<file path="src/rtl/instr_encoder.sv">
// instr_encoder: hardware program loader. Encodes structured instruction requests into 32-bit
// instruction words and writes them to consecutive instruction-memory addresses starting at a
// programmable base address.
//
// Ports:
//   clk, reset            clock, synchronous active-high reset
//   start, finish         one-cycle control pulses (start wins when both are high)
//   base_addr             start word address, sampled on start
//   in_valid / in_ready   request handshake
//   in_kind .. in_imm     request fields (kind, cond, cmd, s, rd, rn, rm, imm)
//   imem_we/addr/wdata    registered instruction-memory write port
//   count, full, err      words written since start, count==DEPTH, sticky error flag
//   state_o               0 idle, 1 load, 2 full
//   checksum              XOR of all words written since start (INSTR_ENCODER_CHECKSUM_EN only)
//
// Optional feature macro: INSTR_ENCODER_CHECKSUM_EN adds the checksum output.
module instr_encoder #(
  parameter int unsigned ADDR_W = 8,
  parameter int unsigned DEPTH  = 256
) (
  input  logic              clk,
  input  logic              reset,
  input  logic              start,
  input  logic              finish,
  input  logic [ADDR_W-1:0] base_addr,
  input  logic              in_valid,
  output logic              in_ready,
  input  logic [2:0]        in_kind,
  input  logic [3:0]        in_cond,
  input  logic [3:0]        in_cmd,
  input  logic              in_s,
  input  logic [3:0]        in_rd,
  input  logic [3:0]        in_rn,
  input  logic [3:0]        in_rm,
  input  logic [23:0]       in_imm,
  output logic              imem_we,
  output logic [ADDR_W-1:0] imem_addr,
  output logic [31:0]       imem_wdata,
  output logic [ADDR_W:0]   count,
  output logic              full,
  output logic              err,
  output logic [1:0]        state_o
`ifdef INSTR_ENCODER_CHECKSUM_EN
  ,
  output logic [31:0]       checksum
`endif
);

  localparam logic [2:0] KindDpReg = 3'd0;
  localparam logic [2:0] KindDpImm = 3'd1;
  localparam logic [2:0] KindLdr   = 3'd2;
  localparam logic [2:0] KindStr   = 3'd3;
  localparam logic [2:0] KindB     = 3'd4;

  localparam logic [ADDR_W:0]   DepthC   = (ADDR_W + 1)'(DEPTH);
  localparam logic [ADDR_W:0]   CountOne = (ADDR_W + 1)'(1);
  localparam logic [ADDR_W-1:0] AddrOne  = ADDR_W'(1);

  typedef enum logic [1:0] {
    StIdle = 2'd0,
    StLoad = 2'd1,
    StFull = 2'd2
  } state_e;

  state_e              state_q, state_d;
  logic [ADDR_W-1:0]   addr_q, addr_d;
  logic [ADDR_W:0]     count_q, count_d;
  logic                full_q, full_d;
  logic                err_q, err_d;
  logic                we_q, we_d;
  logic [ADDR_W-1:0]   waddr_q, waddr_d;
  logic [31:0]         wdata_q, wdata_d;
`ifdef INSTR_ENCODER_CHECKSUM_EN
  logic [31:0]         csum_q, csum_d;
`endif

  logic [31:0] enc_word;
  logic        enc_bad;
  logic        accept;

  // Instruction word encoder; enc_bad flags illegal kinds and immediates that do not fit.
  always_comb begin
    enc_word = '0;
    enc_bad  = 1'b0;
    unique case (in_kind)
      KindDpReg: begin
        enc_word = {in_cond, 2'b00, 1'b0, in_cmd, in_s, in_rn, in_rd,
                    in_imm[4:0], 2'b00, 1'b0, in_rm};
        enc_bad  = |in_imm[23:5];
      end
      KindDpImm: begin
        enc_word = {in_cond, 2'b00, 1'b1, in_cmd, in_s, in_rn, in_rd, 4'b0000, in_imm[7:0]};
        enc_bad  = |in_imm[23:8];
      end
      KindLdr, KindStr: begin
        enc_word = {in_cond, 2'b01, 5'b01100, (in_kind == KindLdr), in_rn, in_rd,
                    in_imm[11:0]};
        enc_bad  = |in_imm[23:12];
      end
      KindB: begin
        enc_word = {in_cond, 2'b10, 2'b10, in_imm};
        enc_bad  = 1'b0;
      end
      default: begin
        enc_word = '0;
        enc_bad  = 1'b1;
      end
    endcase
  end

  // Control pulses block acceptance so they never race a request in the same cycle.
  assign in_ready = (state_q == StLoad) & ~full_q & ~start & ~finish;
  assign accept   = in_valid & in_ready;

  always_comb begin
    state_d = state_q;
    addr_d  = addr_q;
    count_d = count_q;
    full_d  = full_q;
    err_d   = err_q;
    we_d    = 1'b0;
    waddr_d = waddr_q;
    wdata_d = wdata_q;
`ifdef INSTR_ENCODER_CHECKSUM_EN
    csum_d  = csum_q;
`endif

    if (start) begin
      // A write registered last cycle is already on the port and completes untouched.
      state_d = StLoad;
      addr_d  = base_addr;
      count_d = '0;
      full_d  = 1'b0;
      err_d   = 1'b0;
`ifdef INSTR_ENCODER_CHECKSUM_EN
      csum_d  = '0;
`endif
    end else if (finish) begin
      state_d = StIdle;
    end else if (accept) begin
      if (enc_bad) begin
        err_d = 1'b1;
      end else begin
        we_d    = 1'b1;
        waddr_d = addr_q;
        wdata_d = enc_word;
        addr_d  = addr_q + AddrOne;
        count_d = count_q + CountOne;
        full_d  = (count_d == DepthC);
        if (full_d) begin
          state_d = StFull;
        end
`ifdef INSTR_ENCODER_CHECKSUM_EN
        csum_d  = csum_q ^ enc_word;
`endif
      end
    end
  end

  always_ff @(posedge clk) begin
    if (reset) begin
      state_q <= StIdle;
      addr_q  <= '0;
      count_q <= '0;
      full_q  <= 1'b0;
      err_q   <= 1'b0;
      we_q    <= 1'b0;
      waddr_q <= '0;
      wdata_q <= '0;
`ifdef INSTR_ENCODER_CHECKSUM_EN
      csum_q  <= '0;
`endif
    end else begin
      state_q <= state_d;
      addr_q  <= addr_d;
      count_q <= count_d;
      full_q  <= full_d;
      err_q   <= err_d;
      we_q    <= we_d;
      waddr_q <= waddr_d;
      wdata_q <= wdata_d;
`ifdef INSTR_ENCODER_CHECKSUM_EN
      csum_q  <= csum_d;
`endif
    end
  end

  assign imem_we    = we_q;
  assign imem_addr  = waddr_q;
  assign imem_wdata = wdata_q;
  assign count      = count_q;
  assign full       = full_q;
  assign err        = err_q;
  assign state_o    = state_q;
`ifdef INSTR_ENCODER_CHECKSUM_EN
  assign checksum   = csum_q;
`endif

endmodule

</file>
<file path="config.mk">
export PLATFORM = sky130hd
export DESIGN_NAME = instr_encoder
export DESIGN_NICKNAME = d
export VERILOG_FILES = /design/src/rtl/instr_encoder.sv
export SDC_FILE = /design/constraint.sdc
export NUM_CORES = 1
export LEC_CHECK = 0
export CORE_MARGIN = 1.5
export CORE_UTILIZATION = 48
export DETAILED_ROUTE_END_ITERATION = 16
export GPL_ROUTABILITY_DRIVEN = 0
export GPL_TIMING_DRIVEN = 0
export PLACE_DENSITY = 0.95
export REMOVE_ABC_BUFFERS = 1
export SKIP_LAST_GASP = 1
export SLEW_MARGIN = 20
export SYNTH_ARGS = -nofsm -noshare
export SYNTH_HDL_FRONTEND = slang
export SYNTH_SLANG_ARGS = --single-unit
</file>
<file path="constraint.sdc">
create_clock -name clk -period 3.5 [get_ports clk]
set_clock_uncertainty 0.05 [all_clocks]
set_input_delay 0.525 -clock clk [delete_from_list [all_inputs] [get_ports clk]]
set_output_delay 0.525 -clock clk [all_outputs]
set_load 0.02 [all_outputs]
</file>
==> results of run 1 <==
cell families after synthesis:
logic type | Yosys count
and+or+nand+nor | 132
AOI/OAI and AO/OA | 152
buffers and inverters | 45
muxes | 4
adders and majority gates | 3
DFF | 62
xor gates and xnor gates | 4
power breakdown:
part           total, uW  switching [uW]  internal (uW)
Combinational        203            99.1            104
Sequential           722            7.81            714
Clock                689             270            419
Total               1610             377           1240
layer usage:
metal,up-vias,global-route usage (%),share of wire [%]
met5,-,0,0
met4,0,9.09,1.9
met3,19,6.59,8.3
met2,177,44.0,50
met1,1629,30.8,40
li1,1676,-,-
cell usage after synthesis, drive strengths merged (4+ instances only):
master,count
nand2,22
o31ai,7
a211oi,16
or3,4
nor3,7
nor2b,15
inv,4
a311oi,6
or4,11
nand4,8
nand3,25
nor4,6
clkbuf,29
xnor2,4
nor2,23
buf,12
mux2i,4
dfxtp,62
o21ai,27
a21oi,68
a31oi,7
final timing paths:
path                  start        endpoint  slack (ns)  depth (start not counted)
max              in_kind[1]       addr_q[4]        0.17                          7
min          imem_wdata[21]  imem_wdata[21]        0.43                          2
max reg2reg            full       addr_q[6]        1.13                          6
min reg2reg  imem_wdata[21]  imem_wdata[21]        0.43                          2
registers in the layout, summed over array words and instances, names as in the netlist:
register / count
count: 9
addr_q: 8
err: 1
full: 1
imem_addr: 8
imem_we: 1
imem_wdata: 32
state_o: 2
stage by stage:
step,util [%],setup slack [ns],instance area [um^2],hold slack (ns),TNS [ns]
global route,72.2,0.00648,4610,0.449,0
floorplan,-,0.669,3010,0.391,0
detailed placement,68.7,-0.538,4390,0.418,-11.31
global placement,66.6,-1.03,4260,0.397,-42.06
CTS,72.1,0.0555,4610,0.426,0
finish,72.2,0.172,4610,0.425,0
worst max-delay path, delay by kind of cell:
kind	cells	cell delay [ns]
AO/OA/AOI/OAI	2	0.64
buffers and inverters	2	0.87
AND/OR/NAND/NOR	3	1.47
cell type report:
| cell class | instances | area [um^2] | area share [%] |
|---|---|---|---|
| tap | 77 | 96.3 | 2.09 |
| clock inverter | 4 | 70.1 | 1.52 |
| inverter | 4 | 15.0 | 0.326 |
| clock buffer | 12 | 145 | 3.15 |
| timing repair buffer | 120 | 1270 | 27.6 |
| sequential | 62 | 1240 | 26.9 |
| multi-input combinational | 295 | 1770 | 38.4 |
layout by cell type (no fill, tap or decap), types with 11 or more instances in the layout:
cell type,synthesis,routed
clkdlybuf4s50_1,0,113
a21oi_1,68,68
dfxtp_1,62,62
o21ai_0,27,27
nand3_1,25,24
nand2_1,22,22
nor2_1,22,21
a211oi_1,16,16
nor2b_1,15,15
or4_1,11,11
timing repair:
item                                    in CTS  in global routing
pin swaps                                    0                  0
resized for setup                            1                  1
hold endpoints to repair                     0                  0
gates cloned                                 0                  0
endpoints found under the setup margin      20                 18
==> results.cfg, run 1 <==
[placed_design]
placed_cells = 558
io_buffers = 115
dp_hpwl_mm = 6.37

[pwr]
report.power.total_uw = 1610
leakagePower_uw = 0.00151
ir_worst_vdd_mv = 0.234
pwr_density_cell_nw_per_um2 = 350

[worst_setup_path]
critPathLaunchType = input pin
path_class = in -> reg
cp_cell_sequence = clkdlybuf4s50_1 > nor2_2 > and2_1 > o21ba_2 > buf_16 > or4_1 > a311oi_1
critPathMaxStageDelay_ns = 0.63
cpMaxStageDelayCell = clkdlybuf4s50_1
cp-end-kind = flip-flop
cp.required_ns = 3.70
crit_arrival_ns = 3.53
cp_max_fo = 29

[global_routing]
grt_max_degree = 38
grt-ovfl-total = 0
grtUsageTotal_pct = 25.6
grt_pass1_vias = 3181
grt_pass1_wl_mm = 15.0
antenna_found_initial = 0

[die]
core_area_um2 = 6390
pin_count = 116
start_util_pct = 50.1
dieArea_um2 = 7160
rows = 29
chipWidth_um = 84.6
fp.dieH_um = 84.6

[yosys]
yosysSeqAreaShare_pct = 38.8
synthArstFlopShare_pct = 0
synth_top_family_by_area = compound AO/OA/AOI/OAI gates
synth_compound_area_share_pct = 29.1
synth_warnings = 0
muxShareOfSynthArea_pct = 1.25
synth_fa_ha_area_share_pct = 1.17
syn_inst = 402
synth-main-ff-cell = dfxtp_1
synthTopCellsByArea = dfxtp_1, a21oi_1, o21ai_0
netlist.area_leader.share_pct = 38.8
synth_area_per_cell_um2 = 7.96
syn-cell-area_um2 = 3200
synth_edf_count = 0
ys_seq_elements = 62
synth_top_cell_by_area = dfxtp_1
yosys.area_share.simple_pct = 22.1
synth_xor_area_share_pct = 1.10
synth_cell_types = 47

[timing]
post-route-min-period_ns = 3.33
fmax_ghz = 0.301
hold_viol_final = 0
rsz0062_at_grt = false
max_slew_margin_pct = 56.7
tightest_slew_ns = 0.650
slew_viol_final = 0
min_period_over_period_pct = 95.1
setup_viol = 0

[clocking]
postCtsSetupBuffers = 0
clk_latency_ns = 0.34
cts-root-buf = clkbuf_8
cts.htree.levels = 3
cts_tree = done
clock_path_buffers = 2
cts_buffers = 9
clock_sinks = 62
hold_buffers = 0
clk_pin_slew_ns = 0.07

[finish]
fillers = 478
drive_above_1_share_pct = 7.04
syn_to_final_growth_pct = 44.2
stdcell_count = 574
antenna_cells_inserted = 0
nets = 556

[route]
avgViaCountPerCell = 6.10
dr.pass1.iters = 4
drt_iter0_drc = 204
wirelength_mm = 9.44
drc = 0
ant_nets = 0
routedWlPerCell_um = 16.4
route.vias.total = 3501

[run_status]
status = finished, final reports clean

[hold_path]
hp-class = reg -> reg

[flow_run]
cap_violations = 0
Power figures use the tool's default switching activity.
==> run 2, diff against run 1 <==
--- a/config.mk
+++ b/config.mk
@@ -11,7 +11,6 @@
 export GPL_ROUTABILITY_DRIVEN = 0
 export GPL_TIMING_DRIVEN = 0
 export PLACE_DENSITY = 0.95
-export REMOVE_ABC_BUFFERS = 1
 export SKIP_LAST_GASP = 1
 export SLEW_MARGIN = 20
 export SYNTH_ARGS = -nofsm -noshare
==> run 2 against run 1 <==
Effect of this change: non-clock buffer count up 34; via count grew 8.5%; worst hold slack better by 0.0016 ns; cell count is 5.9% higher; combinational power grew 4%; largest power group unchanged; final area is 0.62% higher; setup slack improved by 0.68 ns; critical path depth grew 3; clock power rose by 2%; critical endpoint is now imem_wdata[11].
==> results.cfg, run 2 (synthesized netlist as in run 1, its figures left out) <==
[worst_setup_path]
cp-end-kind = flip-flop
cp_max_fo = 10
reg2reg_slack_ns = 1.19
cpMaxStageDelayCell = clkdlybuf4s50_1
critPathMaxStageDelay_ns = 0.62
critPathLaunchType = input pin
cp.required_ns = 3.67
path_class = in -> reg
crit_arrival_ns = 2.81
cp_cell_sequence = clkdlybuf4s50_1 > or2_1 > buf_4 > o22ai_2 > o21ba_1 > buf_6 > buf_6 > nor2_2 > buf_2 > a211oi_1
worst_path_most_repeated_cell = buf_6

[die]
start_util_pct = 50.1
chipWidth_um = 84.6
fp.dieH_um = 84.6
pin_count = 116
rows = 29
dieArea_um2 = 7160
core_area_um2 = 6390

[timing]
max_slew_margin_pct = 55.1
fmax_ghz = 0.378
min_period_over_period_pct = 75.7
rsz0062_at_grt = false
finalSetupTns_ns = 0
post-route-min-period_ns = 2.65
slew_viol_final = 0
setup_viol = 0
hold_viol_final = 0
tightest_slew_ns = 0.674
postLayoutSetupSlackWorst_ns = 0.852

[route]
avgViaCountPerCell = 6.25
drc = 0
dr.pass1.iters = 8
routedWlPerCell_um = 17.8
route.vias.total = 3798
ant_nets = 0
drt_iter0_drc = 334
wirelength_mm = 10.8

[clocking]
cts_resized = 0
cts-root-buf = clkbuf_8
clock_path_buffers = 2
clk_latency_ns = 0.35
cts_tree = done
hold_buffers = 0
cts.htree.levels = 3
clk_pin_slew_ns = 0.07
cts_buffers = 9
postCtsSetupBuffers = 0
clock_sinks = 62

[finish]
layout_common_cells = clkdlybuf4s50_1, a21oi_1, dfxtp_1
stdcell_count = 608
largest_register_ffs = 32
drive_above_1_share_pct = 6.78
fillers = 492
nets = 590
seqCellArea_um2 = 1240
syn_to_final_growth_pct = 45.1
antenna_cells_inserted = 0
layout_commonest_cell = clkdlybuf4s50_1
multi_input_area_um2 = 1750

[pwr]
ir_worst_vdd_mv = 0.223
leakagePower_uw = 0.00153
pwr_density_cell_nw_per_um2 = 353

[placed_design]
dp_hpwl_mm = 7.80
placed_cells = 592
io_buffers = 113
dp_slack_ns = 0.546

[flow_run]
cap_violations = 0

[global_routing]
grtUsageTotal_pct = 29.8
grt_pass1_vias = 3566
antenna_found_initial = 0
grt_pass1_wl_mm = 16.9
grt-ovfl-total = 0
grt_max_degree = 11

[yosys]
synth_nets = 466

[hold_path]
hp-class = reg -> reg

[run_status]
status = finished, final reports clean
run 2: changes by cell type in the layout (fill, tap and decap cells not counted), moves of 3 or more:
| cell | change |
|---|---|
| buf_6 | +3 |
| buf_16 | -4 |
| clkbuf_1 | +29 |
| buf_2 | +6 |
run 2: cell type report:
cell class,instances,area share (%)
multi-input cells,295,37.7
repair buffers,113,24.4
plain buffers,41,4.10
well taps,77,2.08
clock inverters,4,1.51
inverters,4,0.324
clock buffers,12,3.13
flip-flops and latches,62,26.7
run 2: metal layers:
metal	track usage [%]	wire (um)	vias up
met4	12.5	274	0
met2	51.4	5340	251
met1	34.7	4110	1761
met5	0	0	-
li1	-	-	1748
met3	8.46	1110	38
run 2: power by group:
group          internal, uW  leakage (uW)  switching (uW)  total, uW
Combinational           103      0.000920             109        212
Sequential              714      0.000502            8.47        723
Clock                   419      0.000110             285        704
Total                  1240       0.00153             402       1640
run 2: stage by stage:
step	cell area, um^2	util (%)	hold WS (ns)	total power, uW
6_report	4640	72.7	0.427	1640
5_1_grt	4640	72.7	0.450	1680
4_1_cts	4640	72.7	0.428	1630
3_5_place_dp	4430	69.3	0.419	943
3_3_place_gp	4430	69.3	0.407	936
2_1_floorplan	3200	-	0.397	832
run 2: worst paths after layout:
check / from / end / depth (start not counted)
worst max-delay path: in_kind[0] / imem_wdata[11] / 10
worst min-delay path: imem_addr[6] / imem_addr[6] / 2
worst max register to register: full / imem_wdata[11] / 6
worst min register to register: imem_addr[6] / imem_addr[6] / 2
run 2: worst max-delay path, delay by kind of cell:
| family | cells | cell delay (ns) |
|---|---|---|
| AO/OA/AOI/OAI | 3 | 0.40 |
| buffers and inverters | 5 | 1.38 |
| AND/OR/NAND/NOR | 2 | 0.50 |
==> run 3, diff against run 2 <==
--- a/config.mk
+++ b/config.mk
@@ -6,11 +6,11 @@
 export NUM_CORES = 1
 export LEC_CHECK = 0
 export CORE_MARGIN = 1.5
-export CORE_UTILIZATION = 48
+export CORE_UTILIZATION = 41
 export DETAILED_ROUTE_END_ITERATION = 16
 export GPL_ROUTABILITY_DRIVEN = 0
 export GPL_TIMING_DRIVEN = 0
-export PLACE_DENSITY = 0.95
+export PLACE_DENSITY = 0.89
 export SKIP_LAST_GASP = 1
 export SLEW_MARGIN = 20
 export SYNTH_ARGS = -nofsm -noshare
==> constraint.sdc (replaced) <==
create_clock -name clk -period 2.3 [get_ports clk]
set_clock_uncertainty 0.05 [all_clocks]
set_input_delay 0.345 -clock clk [delete_from_list [all_inputs] [get_ports clk]]
set_output_delay 0.345 -clock clk [all_outputs]
set_load 0.02 [all_outputs]
==> run 3 against run 2 <==
Effect of this change: final area is 2.0% higher; critical path depth fell by 3; critical path type unchanged; setup slack worse by 0.81 ns; cell count rose by 4.1%; first-iteration DRC count is 16% higher; worst hold slack got worse by 0.040 ns.
==> results.cfg, run 3 (synthesized netlist as in run 1, its figures left out) <==
[global_routing]
antenna_found_initial = 0
grtUsageTotal_pct = 25.2
grt_max_degree = 11
grt-ovfl-total = 0
grt_pass1_vias = 3526
grt_pass1_wl_mm = 16.8

[flow_run]
cap_violations = 0

[timing]
min_period_over_period_pct = 98.2
hold_viol_final = 0
post-route-min-period_ns = 2.26
max_slew_margin_pct = 58.2
tightest_slew_ns = 0.627
fmax_ghz = 0.443
rsz0062_at_grt = true
setup_viol = 0
postLayoutSetupSlackWorst_ns = 0.0411
slew_viol_final = 0

[pwr]
leakagePower_uw = 0.00157
report.power.total_uw = 2310
pwr_density_cell_nw_per_um2 = 487
ir_worst_vdd_mv = 0.261

[route]
route.vias.total = 3764
drc = 0
ant_nets = 0
avgViaCountPerCell = 5.95
drt_iter0_drc = 388
dr.pass1.iters = 5
wirelength_mm = 10.9
routedWlPerCell_um = 17.2

[hold_path]
holdPathStages = 5
worstHoldStart = in_kind[2]
hp-class = in -> reg
hold_end = imem_wdata[21]

[run_status]
status = finished, final reports clean

[finish]
largest_register_ffs = 32
layout_common_cells = clkdlybuf4s50_1, a21oi_1, dfxtp_1
syn_to_final_growth_pct = 48.0
drive_above_1_share_pct = 9.23
nets = 592
layout_commonest_cell = clkdlybuf4s50_1
antenna_cells_inserted = 0
final_util_pct = 61.9

[worst_setup_path]
reg2reg_depth = 7
crit_arrival_ns = 2.46
path_class = in -> reg
cp.required_ns = 2.50
critPathLaunch = start
worstReg2RegEnd = state_o[0]
cp_max_fo = 10
cp-end-kind = flip-flop
critPathLaunchType = input pin
r2r_start = count[1]
reg2reg_slack_ns = 0.10

[clocking]
cts.htree.levels = 3
cts-root-buf = clkbuf_8
clk_latency_ns = 0.34
clk_pin_slew_ns = 0.07
clock_sinks = 62
cts_tree = done
hold_buffers = 0
clock_path_buffers = 2
cts_buffers = 9

[die]
rows = 32
fp.dieH_um = 91.3
chipWidth_um = 91.3
dieArea_um2 = 8340
core_area_um2 = 7650
pin_count = 116
start_util_pct = 41.8

[placed_design]
dp_slack_ns = -0.502
dp_hpwl_mm = 7.77
io_buffers = 113

[yosys]
synth_nets = 466
[run 3: power breakdown]
group | total [uW] | internal (uW) | switching [uW]
Clock | 875 | 466 | 409
Sequential | 1100 | 1090 | 12.8
Combinational | 331 | 162 | 169
Total | 2310 | 1720 | 591
[run 3: worst max path at each step]
stage / end / slack (ns) / depth (start not counted)
2_1_floorplan: state_o[0] / 0.24 / 7
3_3_place_gp: imem_wdata[14] / -0.43 / 9
3_5_place_dp: imem_wdata[16] / -0.50 / 10
4_1_cts: imem_wdata[22] / 0.006 / 8
5_1_grt: addr_q[1] / -0.06 / 9
6_report: imem_wdata[11] / 0.04 / 7
[run 3: what timing repair did]
| item | 4_1_cts | 5_1_grt |
|---|---|---|
| resized for setup | 6 | 24 |
| hold endpoints to repair | 0 | 0 |
| pin swaps | 0 | 3 |
| setup buffers | 0 | 2 |
| endpoints found under the setup margin | 19 | 56 |
[run 3: layout make-up]
| cell class | count | area [um^2] |
|---|---|---|
| buffer | 41 | 211 |
| clock buffer | 13 | 169 |
| clock inverter | 1 | 5.00 |
| fill | 657 | 2910 |
| inverter | 4 | 15.0 |
| multi-input combinational | 295 | 1810 |
| sequential | 62 | 1240 |
| tap | 102 | 128 |
| timing repair buffer | 115 | 1150 |
[run 3: layer usage]
| metal | part of all wire, % | global-route usage, % | up-vias |
|---|---|---|---|
| li1 | - | - | 1751 |
| met2 | 48 | 42.6 | 241 |
| met4 | 1.9 | 9.11 | 0 |
| met3 | 9.6 | 6.45 | 28 |
| met1 | 40 | 30.8 | 1744 |
| met5 | 0 | 0 | - |
[run 3: worst max-delay path, cell delays in order]
cell             delay (ns)
clkdlybuf4s50_1        0.42
nor3_1                 0.30
and3_1                 0.20
clkbuf_1               0.36
clkbuf_1               0.43
a21oi_1                0.14
a211oi_1               0.26
[run 3: through the flow]
stage | TNS, ns | cell area [um^2] | std cells | hold slack (ns)
3_5_place_dp | -20.11 | 4460 | 617 | 0.419
3_3_place_gp | -16.18 | 4460 | 617 | 0.409
6_report | 0 | 4730 | 633 | 0.387
2_1_floorplan | 0 | 3200 | 402 | 0.397
4_1_cts | 0 | 4650 | 631 | 0.376
5_1_grt | -0.237 | 4730 | 633 | 0.401
==> RTL change, RTL diff (settings of run 2) <==
Set the parameter `ADDR_W` to 7 (it was 8).
--- a/src/rtl/instr_encoder.sv
+++ b/src/rtl/instr_encoder.sv
@@ -15,7 +15,7 @@
 //
 // Optional feature macro: INSTR_ENCODER_CHECKSUM_EN adds the checksum output.
 module instr_encoder #(
-  parameter int unsigned ADDR_W = 8,
+  parameter int unsigned ADDR_W = 7,
   parameter int unsigned DEPTH  = 256
 ) (
   input  logic              clk,
Ports: changed (resized base_addr, count and imem_addr); port bits go from 116 to 113. The function was not compared with the original's and may differ.
==> RTL change against run 2 <==
- sequential cell count decreased by 3
- sequential share of layout area fell by 0.35 points
- wire length down 5.3%
- critical path depth is 3 lower
- area after synthesis is 3.4% lower
- total power decreased by 9.6%
- register-to-register slack improved by 290 ps
- design area shrank 3.6%
- clock power shrank 19%
- worst setup slack improved by 80 ps
- critical path type unchanged
- critical endpoint is now addr_q[5]$_SDFFE_PP0P_
==> RTL change: results (changes against run 2) <==
Parameter                              Value

Timing
  Final hold slack ... 428.7 ps (+1.803 ps)
  Slew HR ... 61.30% (+6.2 points)

Placement
  Port Buffers ... 111 (-1.8%)
  Count of placed standard cells including taps ... 577 (-2.5%)
  Cell area after placement ... 4295 um^2 (-2.9%)
  Detailed placement HPWL ... 7619 um (-2.4%)

Logic synthesis
  Synthesized Nets ... 452 (-3.0%)
  Xor-xnor portion of the synthesized cell area ... 0.8509% (-0.24 points)
  Multiplexer share of the synthesized area ... 1.621% (+0.37 points)
  Largest cells by area after synthesis ... sky130_fd_sc_hd__dfxtp_1 (38%), sky130_fd_sc_hd__a21oi_1 (9.4%), sky130_fd_sc_hd__a211oi_1 (4.4%), sky130_fd_sc_hd__o21ai_0 (4.1%), sky130_fd_sc_hd__clkbuf_1 (3.5%)
  Unique masters post-synth ... 52 (+11%)
  Top cells by instance count after synthesis ... sky130_fd_sc_hd__dfxtp_1 (59), sky130_fd_sc_hd__a21oi_1 (58), sky130_fd_sc_hd__clkbuf_1 (29)
  Sequential element share of the synthesized area ... 38.25% (-0.56 points)
  Compound-Gate Fraction of Synth Area ... 30.71% (+1.6 points)
  Gate count after technology mapping ... 389 (-3.2%)

Critical path
  Crit-path max FO ... 10 (unchanged)
  Critical R2R Capture ... state_o[0]$_SDFFE_PP0P_
  Reg-to-reg setup timing slack ... 1480 ps (+290 ps)
  Data arrival at the endpoint of the critical path ... 2720 ps (-90 ps)
  Startpoint of the most critical register-to-register path ... count[2]$_SDFFE_PP0P_

GRT
  Via count of the first global-routing pass ... 3,560 (-0.17%)
  Total GRT Usage ... 29.11% (-0.72 points)
  Global-route wire length before repair ... 16,240 um (-4.0%)
  Global-route met3 utilization ... 6.163% (-2.3 points)
  Global Route met1 Usage ... 33.23% (-1.4 points)
  Antenna violations before repair ... 0 (unchanged)
  Met2 global-route usage ... 48.48% (-3.0 points)

Cells and area
  # diodes ... 0 (unchanged)
  Flip-flop count of the largest register after layout ... 32 (unchanged)
  Final net count ... 574 (-2.7%)
  Share of final-layout standard cells stronger than drive strength 1 ... 6.977% (+0.20 points)

Power and ir drop
  Peak VDD IR ... 0.2327 mV (+4.2%)
  Pleak ... 1.493 nW (-2.5%)

Drt
  Vias after detailed routing ... 3,713 (-2.2%)
  Starting DRT DRC Count ... 320 (-4.2%)
  Number of optimization iterations in the first detailed-route pass ... 5 (-3)
  DR vias/cell ... 6.261 (+0.23%)
  Final routed wire length divided by cell count ... 17.29 um (-2.9%)

Status
  Outcome ... finished, final reports clean

Worst hold path
  Launch point of the worst hold path ... imem_addr[3]$_SDFFE_PP0P_
==> RTL change: critical path, stage by stage <==
cell                              delay (ps)
sky130_fd_sc_hd__clkdlybuf4s50_1         440
sky130_fd_sc_hd__nor4_1                  380
sky130_fd_sc_hd__o21ai_1                 180
sky130_fd_sc_hd__o21a_1                  300
sky130_fd_sc_hd__nor2_1                  250
sky130_fd_sc_hd__clkbuf_1                480
sky130_fd_sc_hd__a2111oi_1               160
==> RTL change: how the worst max path moves through the flow <==
stage / start / end / slack [ps] / cells past startpoint
final: in_imm[8] / addr_q[5]$_SDFFE_PP0P_ / 930 / 7
after global routing: in_imm[20] / imem_wdata[15]$_SDFFE_PP0P_ / 780 / 7
after CTS: in_imm[15] / count[7]$_SDFFE_PP0P_ / 980 / 8
after detailed placement: in_imm[15] / count[7]$_SDFFE_PP0P_ / 610 / 8
after global placement: in_imm[15] / count[7]$_SDFFE_PP0P_ / 630 / 8
after floorplan: in_imm[22] / count[4]$_SDFFE_PP0P_ / 1460 / 7
==> RTL change: area by class of cell <==
| class | instances | area, um^2 | share of cell area [%] |
|---|---|---|---|
| timing repair buffer | 111 | 1111 | 24.83 |
| multi-input combinational | 286 | 1713 | 38.28 |
| buffer | 40 | 178.9 | 3.999 |
| clock buffer | 10 | 137.6 | 3.076 |
| clock inverter | 6 | 41.29 | 0.9228 |
| inverter | 4 | 15.01 | 0.3356 |
| sequential | 59 | 1181 | 26.40 |
| tap | 77 | 96.34 | 2.153 |
==> RTL change: power by group <==
part           switching [W]  total (W)  internal, W
Sequential        0.00000662   0.000686     0.000679
Clock               0.000297   0.000570     0.000274
Combinational       0.000116   0.000225     0.000109
==> RTL change: metal layers <==
layer  wire length (um)  share of wire (%)
met1               4008                 39
met2               4858                 47
met3                941                9.2
met4                446                4.3
met5                  0                  0
